**src/rtl/fetch_redirect.sv**
```systemverilog
// rtl/fetch_redirect.sv - fetch-stage PC generator with branch redirect and stale-fetch drain
// A redirect that arrives while a request is outstanding parks its target until the stale response returns.
module fetch_redirect #(
   parameter int                ADDR_W     = 32,
   parameter logic [ADDR_W-1:0] RESET_PC   = '0,
   parameter int                INC        = 4,
   parameter int                ALIGN_BITS = 2
) (
   input  logic              clk,
   input  logic              reset,
   input  logic              pcSrc,
   input  logic [ADDR_W-1:0] branchTarget,
   input  logic              stallF,
   input  logic              imemReady,
   output logic              imemReq,
   output logic [ADDR_W-1:0] imemAddr,
   output logic [ADDR_W-1:0] pcF,
   output logic [ADDR_W-1:0] pcPlus4F,
   output logic              instrValidF,
   output logic              flushD,
   output logic              flushE,
   output logic              redirectPending,
   output logic              alignErr,
   output logic [15:0]       branchCount
);

   typedef enum logic {FETCH, DRAIN} stateT;

   localparam logic [ADDR_W-1:0] INC_V    = ADDR_W'(INC);
   localparam logic [ADDR_W-1:0] LOW_MASK = ADDR_W'((64'd1 << ALIGN_BITS) - 64'd1);

   stateT             state;
   logic [ADDR_W-1:0] pendingTarget;
   logic [ADDR_W-1:0] target;
   logic              misaligned;

   assign target     = branchTarget & ~LOW_MASK;
   assign misaligned = |(branchTarget & LOW_MASK);

   assign imemReq         = ~reset;
   assign imemAddr        = pcF;
   assign pcPlus4F        = pcF + INC_V;
   assign flushD          = pcSrc & ~reset;
   assign flushE          = pcSrc & ~reset;
   assign redirectPending = ~reset & (state == DRAIN);
   assign instrValidF     = ~reset & (state == FETCH) & imemReady & ~stallF & ~pcSrc;

   always_ff @(posedge clk) begin
      if (reset) begin
         pcF           <= RESET_PC;
         state         <= FETCH;
         pendingTarget <= '0;
         alignErr      <= 1'b0;
         branchCount   <= 16'd0;
      end else begin
         if (pcSrc && misaligned)
            alignErr <= 1'b1;
         if (pcSrc && branchCount != 16'hFFFF)
            branchCount <= branchCount + 16'd1;

         case (state)
            FETCH: begin
               if (pcSrc && imemReady) begin
                  pcF <= target;
               end else if (pcSrc) begin
                  // The outstanding request cannot be withdrawn; wait for its response.
                  pendingTarget <= target;
                  state         <= DRAIN;
               end else if (imemReady && !stallF) begin
                  pcF <= pcF + INC_V;
               end
            end
            DRAIN: begin
               if (pcSrc && imemReady) begin
                  pcF   <= target;
                  state <= FETCH;
               end else if (pcSrc) begin
                  pendingTarget <= target;
               end else if (imemReady) begin
                  pcF   <= pendingTarget;
                  state <= FETCH;
               end
            end
            default: state <= FETCH;
         endcase
      end
   end

endmodule

```
**config.mk**
```make
export PLATFORM = sky130hd
export DESIGN_NAME = fetch_redirect
export DESIGN_NICKNAME = d
export VERILOG_FILES = /design/src/rtl/fetch_redirect.sv
export SDC_FILE = /design/constraint.sdc
export NUM_CORES = 1
export LEC_CHECK = 0
export CAP_MARGIN = 5
export CORE_MARGIN = 2
export CORE_UTILIZATION = 40
export CTS_CLUSTER_SIZE = 10
export DETAILED_ROUTE_END_ITERATION = 12
export PLACE_DENSITY = 0.75
export SLEW_MARGIN = 5
export SYNTH_ARGS = -nofsm -noshare
export SYNTH_HDL_FRONTEND = slang
export SYNTH_SLANG_ARGS = --single-unit
```
**constraint.sdc**
```tcl
create_clock -name clk -period 2.3 [get_ports clk]
set_input_delay 0.23 -clock clk [delete_from_list [all_inputs] [get_ports clk]]
set_output_delay 0.23 -clock clk [all_outputs]
set_load 0.03 [all_outputs]
```
== Word-level counts from Yosys, hierarchy flattened ==
Index checks and enable logic that the tools add are counted.

* Add/sub/neg operators: 2
* Eq/ne operators: 5
* Muxes and demuxes: 15
* Bitwise logic cells: 11
* Reduce and logical (&&, ||, !) cells: 8

{| class="wikitable"
|+ Operator list
! kind !! number
|-
| 2-to-1 mux 32 bit || 8
|-
| one-hot mux 32 bit (2 select lines) || 1
|-
| adder 32 x 3 -> 32 bit, second input constant || 1
|-
| adder 16 x 1 -> 16 bit, second input constant || 1
|-
| != test 16 bit, second input constant || 1
|-
| != test 3 x 2 -> 1 bit, second input constant || 3
|-
| AND 1 bit || 6
|-
| 2-to-1 mux 1 bit || 5
|-
| NOT 1 bit || 5
|-
| logical AND 1 bit || 4
|-
| AND reduction 4 bit || 1
|-
| != test 3 x 1 -> 1 bit, second input constant || 1
|-
| one-hot mux 1 bit (2 select lines) || 1
|-
| AND reduction 2 bit || 1
|-
| OR reduction 2 bit || 1
|-
| logical NOT 1 bit || 1
|}

* Register bits after elaboration: 82
* Bits of input ports: 37
* Output and inout bits: 118
* Word-level logic and storage cells: 46

== Longest topological paths before layout ==
* Depth after elaboration: 6
* Gate-level depth with buffers: 7
* Mapped depth without buffers: 6

== Worst setup path before layout ==
OpenSTA, ideal clock, no wires.

* Path kind: register to output
* Start point: register pcF[14] (netlist: imemAddr[14])
* End point: output pcPlus4F[29]
* Data arrival time: 2333 ps
* Required time: 2070 ps
* Path slack: -263 ps
* Stages on the path, launching flop included: 7
* Buffers on the path: 1
* Cell sequence: dfxtp_1 > buf_2 > nand4_1 > or2_1 > nor3_1 > nand2_1 > xnor2_1

* Word-level cells in the longest chain between the ends: 1

{| class="wikitable"
|+ Ends and longest elaborated chain
! what !! RTL line !! RTL
|-
| start, declared || 17 || <nowiki>output logic [ADDR_W-1:0] pcF,</nowiki>
|-
| start signal, assigned || 64 || <nowiki>pcF <= target;</nowiki>
|-
| start signal, assigned || 70 || <nowiki>pcF <= pcF + INC_V;</nowiki>
|-
| start signal, assigned || 75 || <nowiki>pcF <= target;</nowiki>
|-
| adder 32 x 3 -> 32 bit || 42 || <nowiki>assign pcPlus4F = pcF + INC_V;</nowiki>
|-
| end, declared || 18 || <nowiki>output logic [ADDR_W-1:0] pcPlus4F,</nowiki>
|}

Every way passes these cells.

== Worst setup path after layout ==
* Start point: register pcF[8] (netlist: imemAddr[8])
* End point: output pcPlus4F[25]

Same word-level chain as after synthesis.

==> impl_results.md <==
* Worst-Margin Slew at 0.639 ns
* Wirelength, routed at 16600 um
* CP max FO at 4
* RSZ-0062 raised after global routing: true
* RD Place Congestion at 0.959
* Initial antenna violation count at 0
* Cts hold-fix bufs at 0
* Clock sink total at 78
* Static leakage at 0.00284 uW
* Congestion Overflow GR at 0
* Hold Crit Depth at 2
* Num CTS Buffers at 9
* CP required at 2.07 ns
* Skew-Pair Late Insertion Delay at 0.34 ns
* Ranking of synthesized cells by area: dfxtp_1, nand2_1, buf_4
* Layout cell share with drive strength beyond 1 at 22.6%
* Mapped cell area at 0.00469 mm2
* Tightest Hold Check Type: in -> reg
* Hold Vio Cnt, Final at 0
* Commonest cells after routing, fill and taps aside: clkdlybuf4s50_1, nand2_1, buf_4
* CP max stage delay at 0.59 ns
* Row count at 39
* Critical path endpoint category: output pin
* Clk buf depth at 2
* Max frequency at 399 MHz
* R2R Path Start: imemAddr[8]
* Crit path cell chain: buf_6 -> and4_4 -> buf_6 -> nand4_1 -> or4_4 -> xnor2_4 -> buf_12
* # setup viols final at 5
* Remaining antenna violation count at 0
* Largest net degree at the start of global routing at 37
* Antenna Cells at 0
* Fin cells at 932
* 1st-pass router iterations at 5
* First-pass GRT wire length at 25500 um
* Placed cell area at 0.00653 mm2
* Chip height at 112 um
* Vias per inst at 5.74
* Area share of the largest cell type after synthesis at 33.3%
* Area of the die at 0.0126 mm2
* Fin worst setup slack at -0.206 ns
* Distinct cells, synth at 67
* Synth Area per Inst at 7.60 um2
* Htree depth at 3
* Critical path type: reg -> out
* Pwr per Cell Area at 575 mW/mm2
* Routed len/inst at 17.8 um
* Final Cycle Share at 109%
* Initial drt markers at 554
* Final nets at 823
* CP max stage cell: or4_4
* Crit path launch type: flip-flop
* Status: finished, violations left
* Failing checks: setup timing
* IO Port Bufs at 148
* CTS clk-pin slew, worst paths at 0.06 ns
* Slew HR at 56.3%
* Gr usage total at 24.9%
* Most used cell, CP: buf_6
* Max cap viols at 0
* Maximum vdd drop at 0.000368 V
* Path depth of the worst reg2reg path at 8
* Root Buffer: clkbuf_16
* Hold WS at 0.280 ns
* Die width at 112 um
* Final instance area at 0.00717 mm2
* Yosys reg bits at 78
* Crit path arrival time at 2.28 ns
* DRC errors left at 0
* Initial Util at 41.1%
* Final slew viol count at 0
* Post-synth top flop: dfxtp_1
* EDFF count, synth at 0
* Core Area at 0.0114 mm2
* HPWL Detailed at 12100 um
* Placed cells at 900
* Commonest non-fill, non-tap cell in the layout: clkdlybuf4s50_1
* CTS tree: done
* Dpl ws at -0.109 ns
* Asr flop ratio synth at 0%
* Crit. Startpoint: imemAddr[8]
* Number of global-route vias before repair at 5054
* Post-synthesis sequential area ratio at 33.3%
* Synthesized instance count at 617
* P&R area growth vs syn at 52.8%
* Clock skew at 0.00696 ns
* Hold path start: reset
* Leading area contributor after synthesis: dfxtp_1
* Ys Warns at 0
* Ports at 155
* Tmin final at 2.51 ns
* Vias at 5349
timing repair:
| action | in CTS | in global routing |
|---|---|---|
| resized for setup | 36 | 24 |
| buffers inserted | 4 | 12 |
| pin swaps | 7 | 11 |
| endpoints found under the setup margin | 19 | 17 |
synthesized netlist by cell type, drive strengths merged (13+ instances only):
library cell	number
nor2	47
a21oi	54
inv	15
nor4	15
o22ai	13
nor3	13
nand3	24
nand4	18
o21ai	15
buf	45
nand2	98
dfxtp	78
xnor2	24
xor2	15
clkbuf	33
power by group:
part / internal (uW) / switching [uW]
Clock: 987 / 590
Sequential: 1420 / 55.5
Combinational: 453 / 620
Total: 2860 / 1260
critical path, delay by kind of cell, from the launching register on:
family                    cells  cell delay [ns]
DFF                           1             0.34
xor gates and xnor gates      1             0.20
buffers and inverters         3             0.34
and+or+nand+nor               3             1.04
path summary, 6_finish.rpt:
path                  endpoint  slack, ns
setup / recovery  pcPlus4F[25]      -0.21
hold / removal    imemAddr[29]       0.28
setup reg to reg  imemAddr[25]       0.05
hold reg to reg       alignErr       0.45
area by class of cell:
| type | instances | area (um2) |
|---|---|---|
| clock inverter | 6 | 93.8 |
| inverter | 16 | 60.1 |
| tap | 143 | 179 |
| sequential | 78 | 1580 |
| multi-input combinational | 450 | 2840 |
| clock buffer | 10 | 239 |
| timing repair buffer | 229 | 2170 |
| fill | 939 | 4250 |
layer usage:
metal / part of all wire, % / GRT usage, % / wire (um)
met3: 7.8 / 4.86 / 1290
met4: 2.6 / 7.89 / 424
met2: 49 / 42.6 / 8080
met1: 41 / 31.7 / 6800
met5: 0 / 0 / 0
through the flow:
step                setup TNS [ns]  total power, uW  utilization, %
finish                      -0.553             4120            62.8
global route                -0.937             4250            62.8
CTS                         -0.667             4110            61.3
detailed placement          -0.144             2540            57.2
global placement           -0.0910             2520            57.2
floorplan                        0             2100               -
sequential cells by signal, summed over array words and instances (netlist names):
signal / flops
alignErr: 1
branchCount: 16
imemAddr: 30
pendingTarget: 30
state: 1
cell families (layout without fill, tap and decap cells):
group           after synthesis  after routing  synth area share, %
xor+xnor                     39             39                 7.28
compound gates              137            137                 19.2
flops                        78             78                 33.3
fa+ha+maj                     2              2                0.533
mux                           7              7                 1.57
simple gates                259            259                 27.4
other cells                   1              6               0.0799
buf+inv                      94            261                 10.6
Power figures use the tool's default switching activity.
